### src/rtl/fifo_sync_ctrl_if.sv
// Valid/ready stream bundle for fifo_sync_ctrl: write side (s_*) and read side (m_*).
// slave = the FIFO controller, master = producer/consumer attached to it.
interface fifo_sync_ctrl_if #(
    parameter int WORD_LENGTH = 8
);
    logic                   s_valid;
    logic                   s_ready;
    logic [WORD_LENGTH-1:0] s_data;
    logic                   m_valid;
    logic                   m_ready;
    logic [WORD_LENGTH-1:0] m_data;

    modport master (
        output s_valid, s_data, m_ready,
        input  s_ready, m_valid, m_data
    );

    modport slave (
        input  s_valid, s_data, m_ready,
        output s_ready, m_valid, m_data
    );
endinterface

### src/rtl/fifo_sync_ctrl.sv
// Single-clock FWFT FIFO controller driving an external registered-read dual-port RAM.
// Define FIFO_CTRL_LEVEL_EN to add the registered level / almost_full outputs.
module fifo_sync_ctrl #(
    parameter int ADDR_BITS   = 8,
    parameter int WORD_LENGTH = 8
`ifdef FIFO_CTRL_LEVEL_EN
    ,
    parameter int AF_MARGIN   = 4
`endif
) (
    input  logic                   clk,
    input  logic                   rst,
    input  logic                   flush,
    fifo_sync_ctrl_if.slave        bus,
    output logic                   ram_we,
    output logic [ADDR_BITS-1:0]   ram_waddr,
    output logic [WORD_LENGTH-1:0] ram_wdata,
    output logic [ADDR_BITS-1:0]   ram_raddr,
    input  logic [WORD_LENGTH-1:0] ram_rdata
`ifdef FIFO_CTRL_LEVEL_EN
    ,
    output logic [ADDR_BITS:0]     level,
    output logic                   almost_full
`endif
);
    localparam logic [ADDR_BITS:0] DEPTH = {1'b1, {ADDR_BITS{1'b0}}};

    logic [ADDR_BITS:0] wr_ptr_q, wr_ptr_d;
    logic [ADDR_BITS:0] rd_ptr_q, rd_ptr_d;
    logic               m_valid_q, m_valid_d;
    logic [ADDR_BITS:0] cnt;
    logic               s_ready;
    logic               push;
    logic               pop;

    always_comb begin
        cnt       = wr_ptr_q - rd_ptr_q;
        s_ready   = (cnt != DEPTH) && !flush;
        push      = bus.s_valid && s_ready;
        pop       = m_valid_q && bus.m_ready && !flush;
        wr_ptr_d  = wr_ptr_q + (ADDR_BITS+1)'(push);
        rd_ptr_d  = flush ? wr_ptr_q : rd_ptr_q + (ADDR_BITS+1)'(pop);
        // Compare against the old write pointer: a fresh word needs one more cycle in the RAM
        m_valid_d = !flush && (wr_ptr_q != rd_ptr_d);
    end

    always_ff @(posedge clk) begin
        if (rst) begin
            wr_ptr_q  <= '0;
            rd_ptr_q  <= '0;
            m_valid_q <= 1'b0;
        end else begin
            wr_ptr_q  <= wr_ptr_d;
            rd_ptr_q  <= rd_ptr_d;
            m_valid_q <= m_valid_d;
        end
    end

    assign bus.s_ready = s_ready;
    assign bus.m_valid = m_valid_q;
    assign bus.m_data  = ram_rdata;

    assign ram_we    = push;
    assign ram_waddr = wr_ptr_q[ADDR_BITS-1:0];
    assign ram_wdata = bus.s_data;
    assign ram_raddr = rd_ptr_d[ADDR_BITS-1:0];

`ifdef FIFO_CTRL_LEVEL_EN
    localparam logic [ADDR_BITS:0] AF_LVL = DEPTH - (ADDR_BITS+1)'(AF_MARGIN);

    logic [ADDR_BITS:0] level_q, level_d;
    logic               almost_full_q, almost_full_d;

    always_comb begin
        level_d       = wr_ptr_d - rd_ptr_d;
        almost_full_d = (level_d >= AF_LVL);
    end

    always_ff @(posedge clk) begin
        if (rst) begin
            level_q       <= '0;
            almost_full_q <= 1'b0;
        end else begin
            level_q       <= level_d;
            almost_full_q <= almost_full_d;
        end
    end

    assign level       = level_q;
    assign almost_full = almost_full_q;
`endif
endmodule

### src/flat_wrapper.sv
// flat-port wrapper written by rule: the top's interface ports become plain ports
module fifo_sync_ctrl_flat 
#(
    parameter int ADDR_BITS   = 8,
    parameter int WORD_LENGTH = 8

)
  (clk, rst, flush, ram_we, ram_waddr, ram_wdata, ram_raddr, ram_rdata, bus_s_valid, bus_s_data, bus_m_ready, bus_s_ready, bus_m_valid, bus_m_data);
  fifo_sync_ctrl_if #(.WORD_LENGTH(WORD_LENGTH)) bus_i ();
  input  logic clk;
  input  logic rst;
  input  logic flush;
  output logic ram_we;
  output logic [ADDR_BITS-1:0] ram_waddr;
  output logic [WORD_LENGTH-1:0] ram_wdata;
  output logic [ADDR_BITS-1:0] ram_raddr;
  input  logic [WORD_LENGTH-1:0] ram_rdata;
  input wire logic [$bits(bus_i.s_valid)-1:0] bus_s_valid;
  input wire logic [$bits(bus_i.s_data)-1:0] bus_s_data;
  input wire logic [$bits(bus_i.m_ready)-1:0] bus_m_ready;
  output wire logic [$bits(bus_i.s_ready)-1:0] bus_s_ready;
  output wire logic [$bits(bus_i.m_valid)-1:0] bus_m_valid;
  output wire logic [$bits(bus_i.m_data)-1:0] bus_m_data;
  assign bus_i.s_valid = bus_s_valid;
  assign bus_i.s_data = bus_s_data;
  assign bus_i.m_ready = bus_m_ready;
  assign bus_s_ready = bus_i.s_ready;
  assign bus_m_valid = bus_i.m_valid;
  assign bus_m_data = bus_i.m_data;
  fifo_sync_ctrl #(.ADDR_BITS(ADDR_BITS), .WORD_LENGTH(WORD_LENGTH)) u_core (.clk(clk), .rst(rst), .flush(flush), .bus(bus_i), .ram_we(ram_we), .ram_waddr(ram_waddr), .ram_wdata(ram_wdata), .ram_raddr(ram_raddr), .ram_rdata(ram_rdata));
endmodule
### config.mk
export PLATFORM = sky130hd
export DESIGN_NAME = fifo_sync_ctrl_flat
export DESIGN_NICKNAME = d
export VERILOG_FILES = /design/src/rtl/fifo_sync_ctrl_if.sv /design/src/rtl/fifo_sync_ctrl.sv /design/src/flat_wrapper.sv
export SDC_FILE = /design/constraint.sdc
export NUM_CORES = 1
export LEC_CHECK = 0
export ABC_CLOCK_PERIOD_IN_PS = 6400
export CAP_MARGIN = 25
export CORE_MARGIN = 2
export CORE_UTILIZATION = 51
export CTS_BUF_LIST = sky130_fd_sc_hd__clkbuf_2
export DETAILED_ROUTE_END_ITERATION = 10
export HOLD_SLACK_MARGIN = 0.02
export PLACE_DENSITY = 0.95
export SLEW_MARGIN = 25
export SYNTH_ARGS = -nofsm -noshare
export SYNTH_HDL_FRONTEND = slang
export SYNTH_SLANG_ARGS = --single-unit
export TNS_END_PERCENT = 100
### constraint.sdc
create_clock -name clk -period 6.4 [get_ports clk]
set_input_delay 0.64 -clock clk [delete_from_list [all_inputs] [get_ports clk]]
set_output_delay 0.64 -clock clk [all_outputs]
set_load 0.02 [all_outputs]
* Word-level counts from Yosys, hierarchy flattened
Index checks and enable logic that the tools add are counted.
Cells by class: mux-type cells 1, equality and inequality tests 2, reduce and logical (&&, ||, !) cells 6, add/sub/neg operators 3
Operators by type and width (number):
- $add 9x1->9 | 2
- $mux 9 | 1
- $ne 9x9->1 | 1
- $ne 9x9->1 const B | 1
- $sub 9x9->9 | 1
- $logic_and 1x1->1 | 5
- $logic_not 1->1 | 1
Storage, ports and cells: register bits after elaboration 19, bits of input ports 21, output and inout bits 35, word-level logic and storage cells 15

* Logic depth before layout (Yosys ltp)
depth after elaboration 6, depth in mapped cells 13, gate-level depth less buffers 13

* Worst setup path before layout
Ideal clock, no wire load.
path type reg-to-reg, start point register u_core.rd_ptr_q[2], end point register u_core.wr_ptr_q[8], path buffers 0, path slack 3028 ps, clock period less this slack 3372 ps, setup time 71 ps, required time 6329 ps, arrival time 3302 ps, cell stages (with the launch flop) 14, cells stage by stage dfxtp_1 -> inv_1 -> ha_1 -> o21ai_0 -> a21oi_1 -> o311a_1 -> o311ai_0 -> a221oi_1 -> nor3b_1 -> ha_1 -> ha_1 -> nand3_1 -> or3_1 -> a21oi_1
On the way: word-level cells in the longest chain between the ends 5
RTL lines:
- from (decl) | line fifo_sync_ctrl.sv:29 | logic [ADDR_BITS:0] rd_ptr_q, rd_ptr_d;
- from (signal assigned) | line fifo_sync_ctrl.sv:54 | rd_ptr_q <= rd_ptr_d;
- $sub 9x9->9 | line fifo_sync_ctrl.sv:37 | cnt = wr_ptr_q - rd_ptr_q;
- $ne 9x9->1 | line fifo_sync_ctrl.sv:38 | s_ready = (cnt != DEPTH) && !flush;
- $logic_and 1x1->1 | line fifo_sync_ctrl.sv:38
- $logic_and 1x1->1 | line fifo_sync_ctrl.sv:39 | push = bus.s_valid && s_ready;
- net ram_we | line flat_wrapper.sv:13 | output logic ram_we;
- $add 9x1->9 | line fifo_sync_ctrl.sv:41 | wr_ptr_d = wr_ptr_q + (ADDR_BITS+1)'(push);
- to (signal assigned) | line fifo_sync_ctrl.sv:53 | wr_ptr_q <= wr_ptr_d;
- to (decl) | line fifo_sync_ctrl.sv:28 | logic [ADDR_BITS:0] wr_ptr_q, wr_ptr_d;
The timed path passes the listed nets, and every way through them passes these cells. A chain may end at the register's enable or synchronous reset.

* Final worst setup path
start point register u_core.wr_ptr_q[2], end point output port ram_we
On the way: word-level cells in the longest chain between the ends 4
RTL lines (line):
- $sub 9x9->9 | fifo_sync_ctrl.sv:37
- $ne 9x9->1 | fifo_sync_ctrl.sv:38
- $logic_and 1x1->1 | fifo_sync_ctrl.sv:38
- $logic_and 1x1->1 | fifo_sync_ctrl.sv:39
- to (decl) | flat_wrapper.sv:13
Every way passes these cells.

==> flow_summary.ini <==
[timing]
finClkSkew_ns = 0.00549
tns_ns = 0
rsz0062_at_grt = false
fin_crit_sh_pct = 65.5
fmax_ghz = 0.239
worstMarginPinSlew_ns = 0.724
maxSlewHeadroom_pct = 51.6
min_period_ns = 4.19
hold_viol_final = 0
maxSlewViolCount = 0
setup_viol = 0

[worst_setup_path]
worst-path-max-fanout = 10
rr_startpoint = u_core.wr_ptr_q[2]
crit_path_end_kind = primary output
reg2reg_to = u_core.wr_ptr_q[8]
slowest_stage = clkdlybuf4s50_1
worstPathRequired_ns = 5.76
crit_chain = ha_1 > o21ai_0 > a21oi_1 > o311a_1 > o311ai_0 > a221oi_1 > nor3b_1 > clkdlybuf4s50_1
ff2ff_setup_slack_ns = 2.72
r2r_cells = 12
critPathLaunchType = register
worst-endpoint-arrival_ns = 3.55
crit_path_max_incr_delay_ns = 0.69
worstSetupPathType = reg -> out

[clock_network]
clk_pin_slew_worst_paths_ns = 0.18
cts_buffer_depth = 2
cts_tree = yes
clock-sinks = 19
cts_resized = 0
h-tree-depth = 1
hold_buffers = 0
cts_buffers = 3
cts_root_buf = clkbuf_2
clkLatencyLatePin_ns = 0.30
cts_setup_buffers = 0

[floorplan]
core_mm2 = 0.00308
die_x_um = 61.3
start_util_pct = 54.3
design.die.area_mm2 = 0.00375
ios = 56
dieHeight_um = 61.3
placementRows = 20

[cells_and_area]
multiInputGateArea_um2 = 980
final_nets = 225
drive_gt1_share_pct = 8.38
design_area_mm2 = 0.00171
layout_commonest_cell = clkdlybuf4s50_1
area_growth_pct = 2.32
diodes = 0
nFillCells = 285
layout.cells.non_filler = 235
mostFrequentLayoutCells = clkdlybuf4s50_1 (23), dfxtp_1 (19), nor2_1 (14), xnor2_1 (14)
register_area_um2 = 380

[route]
firstDrtPassIters = 4
wl_per_cell_um = 13.8
vias_per_cell = 5.32
vias = 1251
routed_wl_mm = 3.23
drt-initial-drc-count = 24
postRouteAntennaNets = 0
drc = 0

[grt]
antenna_found_initial = 0
grt_max_degree = 21
grt_pass1_wl_mm = 5.28
groute.usage.overall_pct = 18.6
first_global_vias = 1216
grt_overflow = 0

[synth]
netlist_instances = 202
ys.warnings.count = 0
synth_compound_gate_area_share_pct = 12.4
ys_seq_area_share_pct = 22.8
synth.area.mux_share_pct = 4.49
synth_xor_area_share_pct = 11.5
synthSimpleGateAreaFrac_pct = 21.2
synth_top_family_by_area = simple AND/OR/NAND/NOR gates
synthDistinctLibCells = 38
syn_nets = 235
synth_adder_area_share_pct = 8.98
netlist_area_mm2 = 0.00167
ys_seq_elements = 19
synth.avg_cell_area_um2 = 8.28

[power_and_ir_drop]
leakagePower_nw = 0.670
switching_share_pct = 28.1
pwr-share-comb_pct = 21.1
clkPwrFrac_pct = 23.5
irDropWorstVdd_uv = 111
seqPwrFrac_pct = 55.4
switching_power_mw = 0.0628
p_int_mw = 0.160
power-per-cell-area_mw_per_mm2 = 130

[status]
status = finished clean

[run]
cap_violations = 0

[placed_design]
dp_hpwl_mm = 2.58
place_area_mm2 = 0.00169
routabilityCongestion = 0.815
post-place-cells = 231
io_buffers = 23

[min_path]
hold_depth = 2
min_from = u_core.wr_ptr_q[7]
holdPathEnd = u_core.wr_ptr_q[7]
hold_class = reg -> reg
[through the flow]
stage	worst slack [ns]	power, mW	hold slack (ns)	util [%]
final	2.21	0.223	0.598	55.6
after global routing	2.00	0.234	0.633	55.6
after CTS	2.25	0.224	0.589	55.6
after detailed placement	2.35	0.173	0.561	54.9
after global placement	2.44	0.171	0.548	54.9
after floorplan	3.03	0.174	0.501	-
[cell usage after synthesis]
library cell | n | area share (%)
nor2_2 | 1 | 0.37
buf_4 | 33 | 15
xnor2_1 | 14 | 7.3
o311ai_0 | 1 | 0.52
a31oi_1 | 1 | 0.37
nor3_1 | 1 | 0.30
and2_1 | 1 | 0.37
ha_1 | 12 | 9.0
mux2_2 | 4 | 2.7
o311a_1 | 1 | 0.60
nand3_4 | 1 | 1.0
o21a_1 | 1 | 0.45
nor4_4 | 2 | 2.5
o31a_1 | 1 | 0.52
nor3b_1 | 1 | 0.45
mux2i_1 | 3 | 1.8
a221oi_1 | 1 | 0.52
a311oi_1 | 1 | 0.52
inv_1 | 12 | 2.7
or2_2 | 2 | 0.75
o21bai_1 | 1 | 0.45
nand3_1 | 7 | 2.1
a21oi_1 | 7 | 2.1
nor4_1 | 1 | 0.37
nand2_1 | 10 | 2.2
nor2b_1 | 11 | 4.1
dfxtp_1 | 19 | 23
a21o_1 | 1 | 0.45
nand2b_1 | 4 | 1.5
or3_1 | 3 | 1.1
xor2_1 | 8 | 4.2
o41ai_2 | 1 | 0.97
nor2_1 | 14 | 3.1
o211ai_1 | 1 | 0.45
clkbuf_1 | 5 | 1.1
and3_1 | 2 | 0.75
a2111oi_2 | 1 | 0.90
o21ai_0 | 12 | 3.6
[state kept, by name (all words and copies together) (netlist names)]
signal and cells:
u_core.rd_ptr_q 9, u_core.wr_ptr_q 9, u_core.bus.m_valid 1
[final cells by class]
class                           instances  area share (%)
Timing Repair Buffer                   23            13.5
Clock buffer                            4            1.17
Sequential cell                        19            22.2
Multi-Input combinational cell        133            57.3
Tap cell                               44            3.22
Inverter                               12            2.63
[cells by family after synthesis]
kind of cell | count (synthesis)
AO/OA/AOI/OAI | 31
XOR/XNOR | 22
AND/OR/NAND/NOR | 61
flip-flops | 19
adder cells (fa/ha/maj) | 12
buffers and inverters | 50
multiplexers | 7
[metal layers]
layer,track usage [%],vias up,share of wire [%]
met1,22.9,600,44
met3,2.52,2,4.3
met4,5.59,0,0.31
li1,-,626,-
met5,0,-,0
met2,33.6,23,52
[power by group through the flow]
stage	Combinational, mW	Clock [mW]	Sequential [mW]
floorplan	0.0488	0	0.126
global placement	0.0455	0	0.126
detailed placement	0.0467	0	0.126
CTS	0.0473	0.0535	0.123
global route	0.0513	0.0585	0.124
finish	0.0471	0.0523	0.124
[critical path, delay by kind of cell (launching register included)]
family	cells	cell delay (ns)
buf+inv	1	0.69
fa+ha+maj	1	0.34
flops	1	0.61
compound gates	5	1.26
simple gates	1	0.36
[worst max path at each step]
stage | cells past startpoint | endpoint | from
after floorplan | 13 | u_core.wr_ptr_q[8] | u_core.rd_ptr_q[2]
after global placement | 9 | ram_raddr[6] | flush
after detailed placement | 9 | ram_raddr[6] | flush
after CTS | 8 | ram_we | u_core.wr_ptr_q[2]
after global routing | 8 | ram_we | u_core.wr_ptr_q[2]
final | 8 | ram_we | u_core.wr_ptr_q[2]
Note: power is estimated with default switching activity, not from simulation.
